$ cat config.mk
export PLATFORM = sky130hd
export DESIGN_NAME = lsu_mc
export DESIGN_NICKNAME = d
export VERILOG_FILES = /design/src/rtl/lsu_mc.sv
export SDC_FILE = /design/constraint.sdc
export NUM_CORES = 1
export LEC_CHECK = 0
export ABC_CLOCK_PERIOD_IN_PS = 4600
export CAP_MARGIN = 25
export CORE_ASPECT_RATIO = 0.9
export CORE_MARGIN = 8
export CORE_UTILIZATION = 45
export DETAILED_ROUTE_END_ITERATION = 12
export GPL_TIMING_DRIVEN = 0
export PLACE_DENSITY = 0.78
export SYNTH_ARGS = -nofsm -noshare
export SYNTH_HDL_FRONTEND = slang
export SYNTH_SLANG_ARGS = --single-unit
$ cat constraint.sdc
create_clock -name clk -period 4.6 [get_ports clk]
set_input_delay 0.69 -clock clk [delete_from_list [all_inputs] [get_ports clk]]
set_output_delay 0.69 -clock clk [all_outputs]
set_load 0.01 [all_outputs]
$ cat src/rtl/lsu_mc.sv
// Multi-cycle load/store unit: byte-lane masking, store shifting, load extension, error response.
// Latency: aligned access resp_valid 3 cycles after accept (gnt/rvalid next cycle); split adds 2.
// Backpressure: req_ready only in IDLE; mem_req and its address/be/wdata held until mem_gnt.
//
// Ports: clk/rst_n (async active-low); req_* core request (valid/ready); resp_* one-cycle response;
//        mem_* handshaked data-memory port (req/gnt for the command, rvalid/rdata/err for the reply).
// Optional feature: LSU_MISALIGN_SPLIT_EN. When defined, line-crossing accesses are split into two
//        aligned bus transactions. When undefined, any access not aligned to its size is answered
//        with resp_err and never reaches the bus.
`timescale 1ns/1ps
module lsu_mc #(
    parameter int DATA_W = 32,
    parameter int ADDR_W = 32,
    parameter int BE_W   = DATA_W / 8
) (
    input  logic              clk,
    input  logic              rst_n,
    input  logic              req_valid,
    output logic              req_ready,
    input  logic              req_store,
    input  logic [2:0]        req_func3,
    input  logic [ADDR_W-1:0] req_addr,
    input  logic [DATA_W-1:0] req_wdata,
    output logic              resp_valid,
    output logic [DATA_W-1:0] resp_rdata,
    output logic              resp_err,
    output logic              mem_req,
    input  logic              mem_gnt,
    output logic              mem_we,
    output logic [ADDR_W-1:0] mem_addr,
    output logic [BE_W-1:0]   mem_be,
    output logic [DATA_W-1:0] mem_wdata,
    input  logic              mem_rvalid,
    input  logic [DATA_W-1:0] mem_rdata,
    input  logic              mem_err
);
    localparam int OFF_W = $clog2(BE_W);
`ifdef LSU_MISALIGN_SPLIT_EN
    localparam int SPAN = 2;   // lanes/data tracked across two adjacent bus words
`else
    localparam int SPAN = 1;   // aligned accesses never leave the first bus word
`endif

    typedef enum logic [2:0] {IDLE, REQ0, WAIT0, REQ1, WAIT1, RESP} state_t;

    state_t                     state_q, state_d;
    logic                       store_q;
    logic [2:0]                 func3_q;
    logic [ADDR_W-1:0]          addr_q;
    logic [DATA_W-1:0]          wdata_q;
    logic                       err_q;
    logic [SPAN*DATA_W-1:0]     rbuf_q;

    logic                       illegal;
    logic                       req_bad;
    logic [OFF_W-1:0]           off;
    logic [OFF_W+2:0]           shamt;
    int                         nbytes;
    logic [SPAN*BE_W-1:0]       lane_mask;
    logic [SPAN*BE_W-1:0]       be_full;
    logic [SPAN*DATA_W-1:0]     wdata_full;
    logic [DATA_W-1:0]          sh;
    logic                       signbit;
    logic [DATA_W-1:0]          ext;
    logic [ADDR_W-1:0]          base_addr;

    // Request legality, evaluated on the live request while in IDLE.
    always_comb begin
        illegal = (req_func3 == 3'b111)
               || (req_store && req_func3[2])
               || ((DATA_W == 32) && (req_func3 == 3'b011 || req_func3 == 3'b110));
        req_bad = illegal;
`ifndef LSU_MISALIGN_SPLIT_EN
        case (req_func3[1:0])
            2'd0:    req_bad = illegal;
            2'd1:    req_bad = illegal || req_addr[0];
            2'd2:    req_bad = illegal || (|req_addr[1:0]);
            default: req_bad = illegal || (|req_addr[2:0]);
        endcase
`endif
    end

    // Lane/shift arithmetic on the latched request.
    always_comb begin
        off        = addr_q[OFF_W-1:0];
        shamt      = {off, 3'b000};
        nbytes     = 32'd1 << func3_q[1:0];
        lane_mask  = '0;
        for (int i = 0; i < SPAN*BE_W; i++) begin
            if (i < nbytes) lane_mask[i] = 1'b1;
        end
        be_full    = lane_mask << off;
        wdata_full = (SPAN*DATA_W)'(wdata_q) << shamt;
        base_addr  = {addr_q[ADDR_W-1:OFF_W], {OFF_W{1'b0}}};
    end

    // Load extraction: bring the addressed byte to bit 0, then extend from the access size.
    always_comb begin
        sh = DATA_W'(rbuf_q >> shamt);
        case (func3_q[1:0])
            2'd0:    signbit = sh[7];
            2'd1:    signbit = sh[15];
            2'd2:    signbit = sh[31];
            default: signbit = sh[DATA_W-1];
        endcase
        ext = '0;
        for (int i = 0; i < DATA_W; i++) begin
            ext[i] = (i < 8*nbytes) ? sh[i] : (signbit & ~func3_q[2]);
        end
    end

    always_comb begin
        state_d = state_q;
        case (state_q)
            IDLE:  if (req_valid) state_d = req_bad ? RESP : REQ0;
            REQ0:  if (mem_gnt) state_d = WAIT0;
            WAIT0: if (mem_rvalid) begin
                state_d = RESP;
`ifdef LSU_MISALIGN_SPLIT_EN
                if (!mem_err && (|be_full[SPAN*BE_W-1:BE_W])) state_d = REQ1;
`endif
            end
`ifdef LSU_MISALIGN_SPLIT_EN
            REQ1:  if (mem_gnt) state_d = WAIT1;
            WAIT1: if (mem_rvalid) state_d = RESP;
`endif
            RESP:  state_d = IDLE;
            default: state_d = IDLE;
        endcase
    end

    always_ff @(posedge clk or negedge rst_n) begin
        if (!rst_n) begin
            state_q <= IDLE;
            store_q <= 1'b0;
            func3_q <= '0;
            addr_q  <= '0;
            wdata_q <= '0;
            err_q   <= 1'b0;
            rbuf_q  <= '0;
        end else begin
            state_q <= state_d;
            if (state_q == IDLE && req_valid) begin
                store_q <= req_store;
                func3_q <= req_func3;
                addr_q  <= req_addr;
                wdata_q <= req_wdata;
                err_q   <= req_bad;
                rbuf_q  <= '0;
            end
            if (state_q == WAIT0 && mem_rvalid) begin
                rbuf_q[DATA_W-1:0] <= mem_rdata;
                err_q              <= mem_err;
            end
`ifdef LSU_MISALIGN_SPLIT_EN
            if (state_q == WAIT1 && mem_rvalid) begin
                rbuf_q[SPAN*DATA_W-1:DATA_W] <= mem_rdata;
                err_q                        <= mem_err;
            end
`endif
        end
    end

    always_comb begin
        req_ready  = (state_q == IDLE);
        resp_valid = (state_q == RESP);
        resp_err   = resp_valid && err_q;
        resp_rdata = (resp_valid && !err_q && !store_q) ? ext : '0;
        mem_req    = 1'b0;
        mem_addr   = '0;
        mem_be     = '0;
        mem_wdata  = '0;
        if (state_q == REQ0) begin
            mem_req   = 1'b1;
            mem_addr  = base_addr;
            mem_be    = be_full[BE_W-1:0];
            mem_wdata = wdata_full[DATA_W-1:0];
        end
`ifdef LSU_MISALIGN_SPLIT_EN
        if (state_q == REQ1) begin
            mem_req   = 1'b1;
            mem_addr  = base_addr + ADDR_W'(BE_W);
            mem_be    = be_full[SPAN*BE_W-1:BE_W];
            mem_wdata = wdata_full[SPAN*DATA_W-1:DATA_W];
        end
`endif
        mem_we = mem_req && store_q;
    end
endmodule
==> reports/qor.yml <==
status: "complete, no violations"
critical_path_class: "register to output port"
start_util: 0.4647
finalCritPeriodShare: 0.7961
dp.cells: 942
vdd_drop_max_v: 0.0003783
relSlewSlack: 0.3671
cts_buffers: 9
cts.htree.levels: 3
clock_path_buffers: 2
crit_path_end_kind: "output port"
crit_buf_inv: 4
nNetsFinal: 903
gp_congestion: 0.9290
yosys-top-cells-area: "dfrtp_1 46%, mux2_2 13%, mux2i_1 5.7%"
grtUsageTotal: 0.2377
syn_inst: 572
synth_edf_count: 0
power-per-cell-area_nw_per_um2: 644.7
synth-main-ff-cell: "dfrtp_1"
clkTransAtPathRegs_ns: 0.07
syn_to_final_growth_pct: 46.21
overflow: 0
synth_cell_types: 40
final-hold-violation-count: 0
setup_viol: 0
row_count: 38
cts_hold_buffers: 0
drt_iter0_markers: 340
num_io_pins: 211
worst_setup_path_start_kind: "register"
antenna_cells: 0
drive_gt1_frac: 0.1353
die_area_um2: 16360
utilization: 0.6795
ant_nets: 0
rsz0062_at_grt: "no"
post_drt_via_cell_ratio: 5.394
synth_area_um2: 5634
tightest_slew_ns: 0.9407
yosysSeqAreaShare: 0.4619
synth_top_area_share: 0.4619
final_cell_mix: "207 x clkdlybuf4s50_1, 104 x dfrtp_1, 83 x nand2_1"
cap_violations: 0
p_total_uw: 5311
min_period_ns: 3.662
grt_pass1_vias: 5498
fillers: 967
reg2reg_from: "state_q[2]$_DFFE_PN0P_"
cts_root_buf: "clkbuf_16"
required_ns: 3.91
path_cells: "buf_2 > clkbuf_1 > buf_1 > mux2i_1 > a211oi_1 > clkdlybuf4s50_1"
async_flop_share: 1.000
cts-resized-gates: 0
drc_errors: 0
max_freq_mhz: 273.1
clock_sinks: 104
dr_total_vias: 5167
clock_skew_ns: 0.006428
tns_ns: 0
die_height_um: 122.2
cpLargestDelayFamily: "buffers and inverters"
grt_pass1_wl_mm: 30.37
ff2ff_setup_slack_ns: 2.56
synth-warning-count: 0
portBuffers: 208
first_pass_iters: 5
ys_seq_elements: 104
cp.arrival_ns: 2.97
cp-startpoint: "addr_q[0]$_DFFE_PN0P_"
min_path_type: "input port to async pin"
drt-total-wl_mm: 19.35
clk_latency_ns: 0.36
p_leak_uw: 0.003430
seq_area_um2: 2603
wire_per_inst_um: 20.20
instances_no_fill: 958
antenna_found_initial: 0
die_x_um: 133.9
fin_hold_ws_ns: 0.3314
layout_commonest_cell: "clkdlybuf4s50_1"
hpwl_mm: 15.03
final-max-slew-violation-count: 0
grt_max_degree: 61
cts_tree: "yes"
multiInputGateArea_um2: 2785
max_stage_delay_ns: 0.60
core_area_um2: 12120
slowest_stage: "clkdlybuf4s50_1"
yosys.area.top_type: "dfrtp_1"
worst-path-max-fanout: 10
avgSynthCellArea_um2: 9.850
cts_setup_buffers: 0
synthesized netlist by cell type (all sizes together) (2+ instances only):
cell type	n
inv	9
dfrtp	104
nand2	83
nand3	2
o21ai	45
nand2b	3
or2	3
a22oi	2
ha	4
a21oi	23
mux2	67
nor2b	18
clkbuf	23
a211oi	33
or3	2
mux2i	32
buf	23
and2	40
nor2	41
metal layers:
layer	global-route usage	part of all wire	vias to the layer above	wire [um]
li1	-	-	2390	-
met5	0	0	-	0
met3	0.1074	0.12	22	2356
met4	0.06447	0.014	0	278
met1	0.2862	0.40	2504	7673
met2	0.3803	0.47	251	9043
cells by family (layout without fill, tap and decap cells):
logic type	after synthesis	count (layout)	synth area share
other cells	1	2	0.0006656
mux	100	100	0.1948
simple gates	197	197	0.1690
fa+ha+maj	4	4	0.008883
buf+inv	55	280	0.04441
compound gates	111	111	0.1204
flops	104	104	0.4619
per-stage QoR:
stage / worst slack [ns] / cell area, um2
detailed placement: 1.353 / 7945
floorplan: 2.140 / 5638
global route: 0.8139 / 8238
finish: 0.9379 / 8238
global placement: -1.025 / 7920
CTS: 0.9677 / 8238
path summary, 6_finish.rpt:
kind                                            to  depth (start not counted)
max                                  resp_rdata[6]                          6
min                         rbuf_q[11]$_DFFE_PN0P_                          1
max reg2reg                 rbuf_q[15]$_DFFE_PN0P_                          5
min reg2reg                wdata_q[24]$_DFFE_PN0P_                          1
max in group asynchronous   addr_q[26]$_DFFE_PN0P_                          2
min in group clk           wdata_q[24]$_DFFE_PN0P_                          1
layout make-up:
cell class	count	area share
multi-input cells	414	0.3381
flip-flops and latches	104	0.3159
repair buffers	209	0.2558
clock buffers	12	0.03235
plain buffers	46	0.02628
well taps	160	0.02430
inverters	9	0.004101
clock inverters	4	0.003190
flip-flops by register name, summed over array words and instances (netlist names):
register / count
state_q: 3
rbuf_q: 32
store_q: 1
func3_q: 3
wdata_q: 32
addr_q: 32
err_q: 1
power breakdown:
part           switching (uW)  internal, uW  leakage [uW]
clock network             349           412      0.000145
registers                 364          1380       0.00129
logic                    1410          1400       0.00200
(Power assumes the default switching activity.)
